### config.mk
export PLATFORM = sky130hd
export DESIGN_NAME = gray_ptr_receiver
export DESIGN_NICKNAME = d
export VERILOG_FILES = /design/src/rtl/gray_ptr_receiver.sv
export SDC_FILE = /design/constraint.sdc
export NUM_CORES = 1
export LEC_CHECK = 0
export BUFFER_PORTS_ARGS = -buffer_cell sky130_fd_sc_hd__clkbuf_2
export CAP_MARGIN = 20
export CORE_UTILIZATION = 50
export DETAILED_ROUTE_END_ITERATION = 12
export MAX_ROUTING_LAYER = met4
export PLACE_DENSITY = 0.75
export SLEW_MARGIN = 20
export SYNTH_ARGS = -nofsm -noshare
export SYNTH_HDL_FRONTEND = slang
export SYNTH_SLANG_ARGS = --single-unit
### constraint.sdc
create_clock -name clk -period 5.27 [get_ports clk]
set_clock_uncertainty 0.05 [all_clocks]
set_input_delay 1.054 -clock clk [delete_from_list [all_inputs] [get_ports clk]]
set_output_delay 1.054 -clock clk [all_outputs]
set_load 0.01 [all_outputs]
### src/rtl/gray_ptr_receiver.sv
// gray_ptr_receiver: read-side pointer logic for a gray-pointer FIFO.
// Synchronizes the write side's gray pointer, keeps the read pointer in
// binary and gray form, and registers empty, fill level and a sticky
// underflow flag. Status is computed from next-state values so it moves
// on the same edge as the pointers.
module gray_ptr_receiver #(
    parameter int unsigned N = 4
) (
    input  logic         clk,
    input  logic         rst,
    input  logic         pop,
    input  logic [N-1:0] wptr,
    output logic [N-2:0] adr,
    output logic [N-1:0] ptr,
    output logic         empty,
    output logic [N-1:0] level,
    output logic         underflow
);

    logic [N-1:0] sync1_q, sync2_q;
    logic [N-1:0] rbin_q,  rbin_d;
    logic [N-1:0] ptr_q,   ptr_d;
    logic [N-1:0] level_q, level_d;
    logic         empty_q, empty_d;
    logic         underflow_q, underflow_d;
    logic [N-1:0] wbin_d;
    logic         acc;

    // Gray to binary: bit i is the XOR of gray bits i through N-1.
    function automatic logic [N-1:0] g2b(input logic [N-1:0] g);
        logic [N-1:0] b;
        b[N-1] = g[N-1];
        for (int unsigned i = 1; i < N; i++) begin
            b[N-1-i] = b[N-i] ^ g[N-1-i];
        end
        return b;
    endfunction

    // Next-state logic for the read pointer and status flags.
    always_comb begin
        acc         = pop & ~empty_q;
        rbin_d      = rbin_q + {{(N-1){1'b0}}, acc};
        ptr_d       = rbin_d ^ (rbin_d >> 1);
        // sync1 is the value sync2 takes at this edge, so status tracks sync2.
        wbin_d      = g2b(sync1_q);
        level_d     = wbin_d - rbin_d;
        empty_d     = (sync1_q == ptr_d);
        underflow_d = underflow_q | (pop & empty_q);
    end

    // State registers with synchronous reset; reset overrides pop and wptr.
    always_ff @(posedge clk) begin
        if (rst) begin
            sync1_q     <= '0;
            sync2_q     <= '0;
            rbin_q      <= '0;
            ptr_q       <= '0;
            level_q     <= '0;
            empty_q     <= 1'b1;
            underflow_q <= 1'b0;
        end else begin
            sync1_q     <= wptr;
            sync2_q     <= sync1_q;
            rbin_q      <= rbin_d;
            ptr_q       <= ptr_d;
            level_q     <= level_d;
            empty_q     <= empty_d;
            underflow_q <= underflow_d;
        end
    end

    // Registered status must always agree with the second synchronizer stage.
    a_level_consistent : assert property (@(posedge clk) disable iff (rst)
        level_q == (g2b(sync2_q) - rbin_q));
    a_empty_consistent : assert property (@(posedge clk) disable iff (rst)
        empty_q == (sync2_q == ptr_q));

    assign adr       = rbin_q[N-2:0];
    assign ptr       = ptr_q;
    assign empty     = empty_q;
    assign level     = level_q;
    assign underflow = underflow_q;

endmodule

# After elaboration in Yosys (flattened, before gate mapping)
# Cells that the tools add are included.
op_classes:
  shift: 0
  multipliers: 0
  n_bitwise: 8
  n_eq_ne: 1
  reduce_logical: 0
  n_div: 0
  n_mux: 0
  magnitude_cmp: 0
  add_sub_neg: 2
op_table:
  columns: ["operator", "count"]
  rows:
  - ["$add A4 B1 Y4", 1]
  - ["$eq A4 B4 Y1", 1]
  - ["$sub A4 B4 Y4", 1]
  - ["$xor A4 B3 Y4", 1]
  - ["$xor A1 B1 Y1", 3]
  - ["$and A1 B1 Y1", 2]
  - ["$not A1 Y1", 1]
  - ["$or A1 B1 Y1", 1]
word_totals:
  regBits: 18
  rom_bits: 0
  ram_bits: 0
  mem_count: 0
  output_inout_bits: 13
  latch_bits: 0

# Logic depth before layout (Yosys ltp)
depth:
  ltp_word: 5
  ltp_mapped: 9

# Worst setup path before layout
# Ideal clock, no wire load.
synth_path:
  path_type: "input port to flip-flop"
  from: "input port pop"
  to: "register level_q[3] (netlist: level[3])"
  path_buffers: 1
  path_stages: 8
  setup_slack_ps: 2500
  arrival_time_ps: 2600
  cell_sequence: "nor2b_1 > ha_1 > ha_1 > clkbuf_1 > xnor2_1 > mux2i_1 > a32oi_1 > mux2_2"
synth_via:
  elab_chain_len: 3
synth_rtl:
  columns: ["element", "line_no", "source"]
  rows:
  - ["start, declared", "11", "input logic pop,"]
  - ["$and A1 B1 Y1", "41", "acc = pop & ~empty_q;"]
  - ["$add A4 B1 Y4", "42", "rbin_d = rbin_q + {{(N-1){1'b0}}, acc};"]
  - ["$sub A4 B4 Y4", "46", "level_d = wbin_d - rbin_d;"]
  - ["end signal, assigned", "66", "level_q <= level_d;"]
  - ["end, declared", "23", "logic [N-1:0] level_q, level_d;"]
# No other way between the ends.
# A chain may end at the register's enable or synchronous reset.

# Worst setup path in the final report
# Ends and elaborated chain as after synthesis.

==> flow_metrics.tcl <==
set metrics [dict create \
    run_status "finished, final reports clean" \
    critPathLaunchType "primary input" \
    critical_path.endpoint_type "register" \
    power.total_w 0.0002786 \
    path_clk_slew_ps 100 \
    globalRouteMet2Util_pct 26.15 \
    fp.coreArea_mm2 0.001524 \
    totalNegativeSetupSlack_ps 0 \
    synth_area_per_cell_um2 10.31 \
    slew-limit-headroom_pct 73.31 \
    num_io_pins 20 \
    final-setup-viol-count 0 \
    synthToLayoutAreaGrowth_pct 16.39 \
    power_per_cell_area_mw_per_mm2 290.4 \
    gr_usage_total_pct 17.03 \
    drv_slew 0 \
    fmax_mhz 379.9 \
    wire_length_of_the_first_global_routing_pass_um 2221 \
    worst_ep_required_time_ps 5410 \
    grt_pass1_vias 548 \
    drc 0 \
    tritoncts "yes" \
    synth_top_area_share_pct 41.27 \
    r2r.worst_path.cells 7 \
    floorplan.die_area_mm2 0.001816 \
    cts.sinks 17 \
    synth-edff-count 0 \
    synth_most_common_cell "dfxtp_1" \
    drive_gt1_share_pct 26.73 \
    post-cts-setup-buffer-count 0 \
    initial_core_utilization_pct 54.11 \
    synth_cells 80 \
    fin_crit_sh_pct 49.94 \
    power.ir.vdd_worst_v 0.0001740 \
    drt_first_iter_violations 4 \
    post_synth_instance_area_um2 824.5 \
    port_buffers 19 \
    final_design_utilization_pct 62.97 \
    vias 597 \
    seq_cells_post_synth 17 \
    yosysWarningCount 0 \
    overflow 0 \
    worstHoldPathCells 2 \
    grt_antenna_before_repair 0 \
    timing.critical_path.arrival_ps 2770 \
    cts_buffers 3 \
    synthDistinctLibCells 23 \
    postSynthNetCount 92 \
    groute.layer.met1.usage_pct 20.05 \
    synth_flop_cell "dfxtp_1" \
    max_slew.worst_pin.slew_ps 397.6 \
    antenna-diode-count 0 \
    clock_latency_ps 290 \
    h-tree-depth 1 \
    postCtsHoldBufs 0 \
    totalWireLength_um 1243 \
    wl_per_cell_um 10.62 \
    global_route.usage.met3_pct 6.466 \
    yosys-top-cells-area "dfxtp_1 (41%), xnor2_1 (12%), ha_1 (7.6%)" \
    worstPathMaxFanout 8 \
    synth-async-reset-ratio_pct 0 \
    final-hold-violation-count 0 \
    regToRegSetupSlack_ps 3160 \
    worstSetupPathType "in2reg" \
    nNetsFinal 114 \
    cp_cell_sequence "clkbuf_2 > nor2b_1 > ha_1 > ha_1 > xor2_2 > mux2i_1 > a32oi_1 > mux2_2" \
    drt_first_pass_iters 3 \
    placement_rows 14 \
    grt_setup_unrepaired "no" \
    slowest_delay_ps 350 \
    dp_hpwl_um 916.6 \
    cts_repair_resize_count 0 \
    period_minus_slack_ps 2632 \
    crit_path_top_delay_cell "mux2_2" \
    grt_start_max_net_pins 19 \
    hold_path.class "reg2reg" \
    gpl.final_weighted_congestion 0.7650 \
    horiz_die_dim_um 42.61 \
    post_drt_via_cell_ratio 5.103 \
    clock_tree.root_cell "clkbuf_4" \
    dieHeight_um 42.61 \
    yosysSeqAreaShare_pct 41.27 \
    max_cap_viol_count 0 \
    synth_area_leader_cell "dfxtp_1" \
    clockBufferDepth 2 \
    antenna_left 0 \
    synth.top_cells.by_count "dfxtp_1 (17), xnor2_1 (11), nor2_1 (9), nor2b_1 (9), ha_1 (5)" \
    grt-busiest-layer "met2" \
    leakage_nw 0.4541 \
    crit_top_cell "ha_1" \
]
layout by cell type, fill, tap and decap left out, types with 2 or more instances in the layout:
| cell | count |
|---|---|
| clkbuf_2 | 19 |
| dfxtp_1 | 17 |
| xnor2_1 | 11 |
| nor2b_1 | 9 |
| nor2_1 | 9 |
| ha_1 | 5 |
| nand2_1 | 3 |
| xor2_1 | 3 |
| a21oi_1 | 3 |
| clkbuf_4 | 3 |
| xor3_1 | 2 |
| nor3_1 | 2 |
| and2_1 | 2 |
| mux2i_1 | 2 |
area by class of cell:
class / instances / area, µm²
Multi-Input combinational cell: 60 / 473.0
Clock buffer: 3 / 22.52
Inverter: 1 / 3.754
Timing Repair Buffer: 19 / 95.09
Sequential cell: 17 / 340.3
Clock inverter: 1 / 5.005
Tap cell: 16 / 20.02
Fill cell: 133 / 564.3
state kept, by name, summed over array words and instances (netlist names):
register   count
ptr            3
sync1_q        4
empty          1
level          4
underflow      1
rbin_q         4
cell families (layout without fill, tap and decap cells):
group | Yosys count | after routing | synth area share (%)
adders and majority gates | 5 | 5 | 7.587
muxes | 4 | 4 | 5.614
DFF | 17 | 17 | 41.28
and+or+nand+nor | 28 | 28 | 17.15
buffers and inverters | 3 | 24 | 1.366
AOI/OAI and AO/OA | 6 | 6 | 4.400
xor gates and xnor gates | 17 | 17 | 22.61
per-stage QoR:
step	area (µm²)	std cells	setup slack, ps	hold WS [ps]
6_report	959.7	117	2638	425.7
2_1_floorplan	824.5	80	2500	452.2
5_1_grt	959.7	117	2495	456.3
4_1_cts	959.7	117	2616	432.6
3_5_place_dp	932.1	113	2309	406.8
3_3_place_gp	932.1	113	2377	406.6
where the power goes:
part	total, W	switching [W]	internal, W
logic	0.0000643	0.0000304	0.0000339
clock network	0.0000684	0.0000402	0.0000282
registers	0.000146	0.00000581	0.000140
total	0.000279	0.0000764	0.000202
worst paths after layout:
path,end,start
max,level[3]$_SDFF_PP0_,pop
max reg2reg,level[3]$_SDFF_PP0_,empty$_SDFF_PP1_
min reg2reg,underflow$_SDFF_PP0_,underflow$_SDFF_PP0_
min,underflow$_SDFF_PP0_,underflow$_SDFF_PP0_
worst max-delay path: cells and delay by family:
kind / cells / cell delay (ps)
xor gates and xnor gates: 1 / 340
muxes: 2 / 490
and+or+nand+nor: 1 / 170
buffers and inverters: 1 / 90
AOI/OAI and AO/OA: 1 / 200
adders and majority gates: 2 / 420
layer usage:
metal / wire length, µm / share of wire, % / vias up
met5: 0 / 0 / -
met4: 13 / 1.0 / 0
met3: 73 / 5.9 / 2
met2: 586 / 47 / 21
met1: 569 / 46 / 272
li1: - / - / 302
No activity file was read; power rests on OpenSTA's default activity.
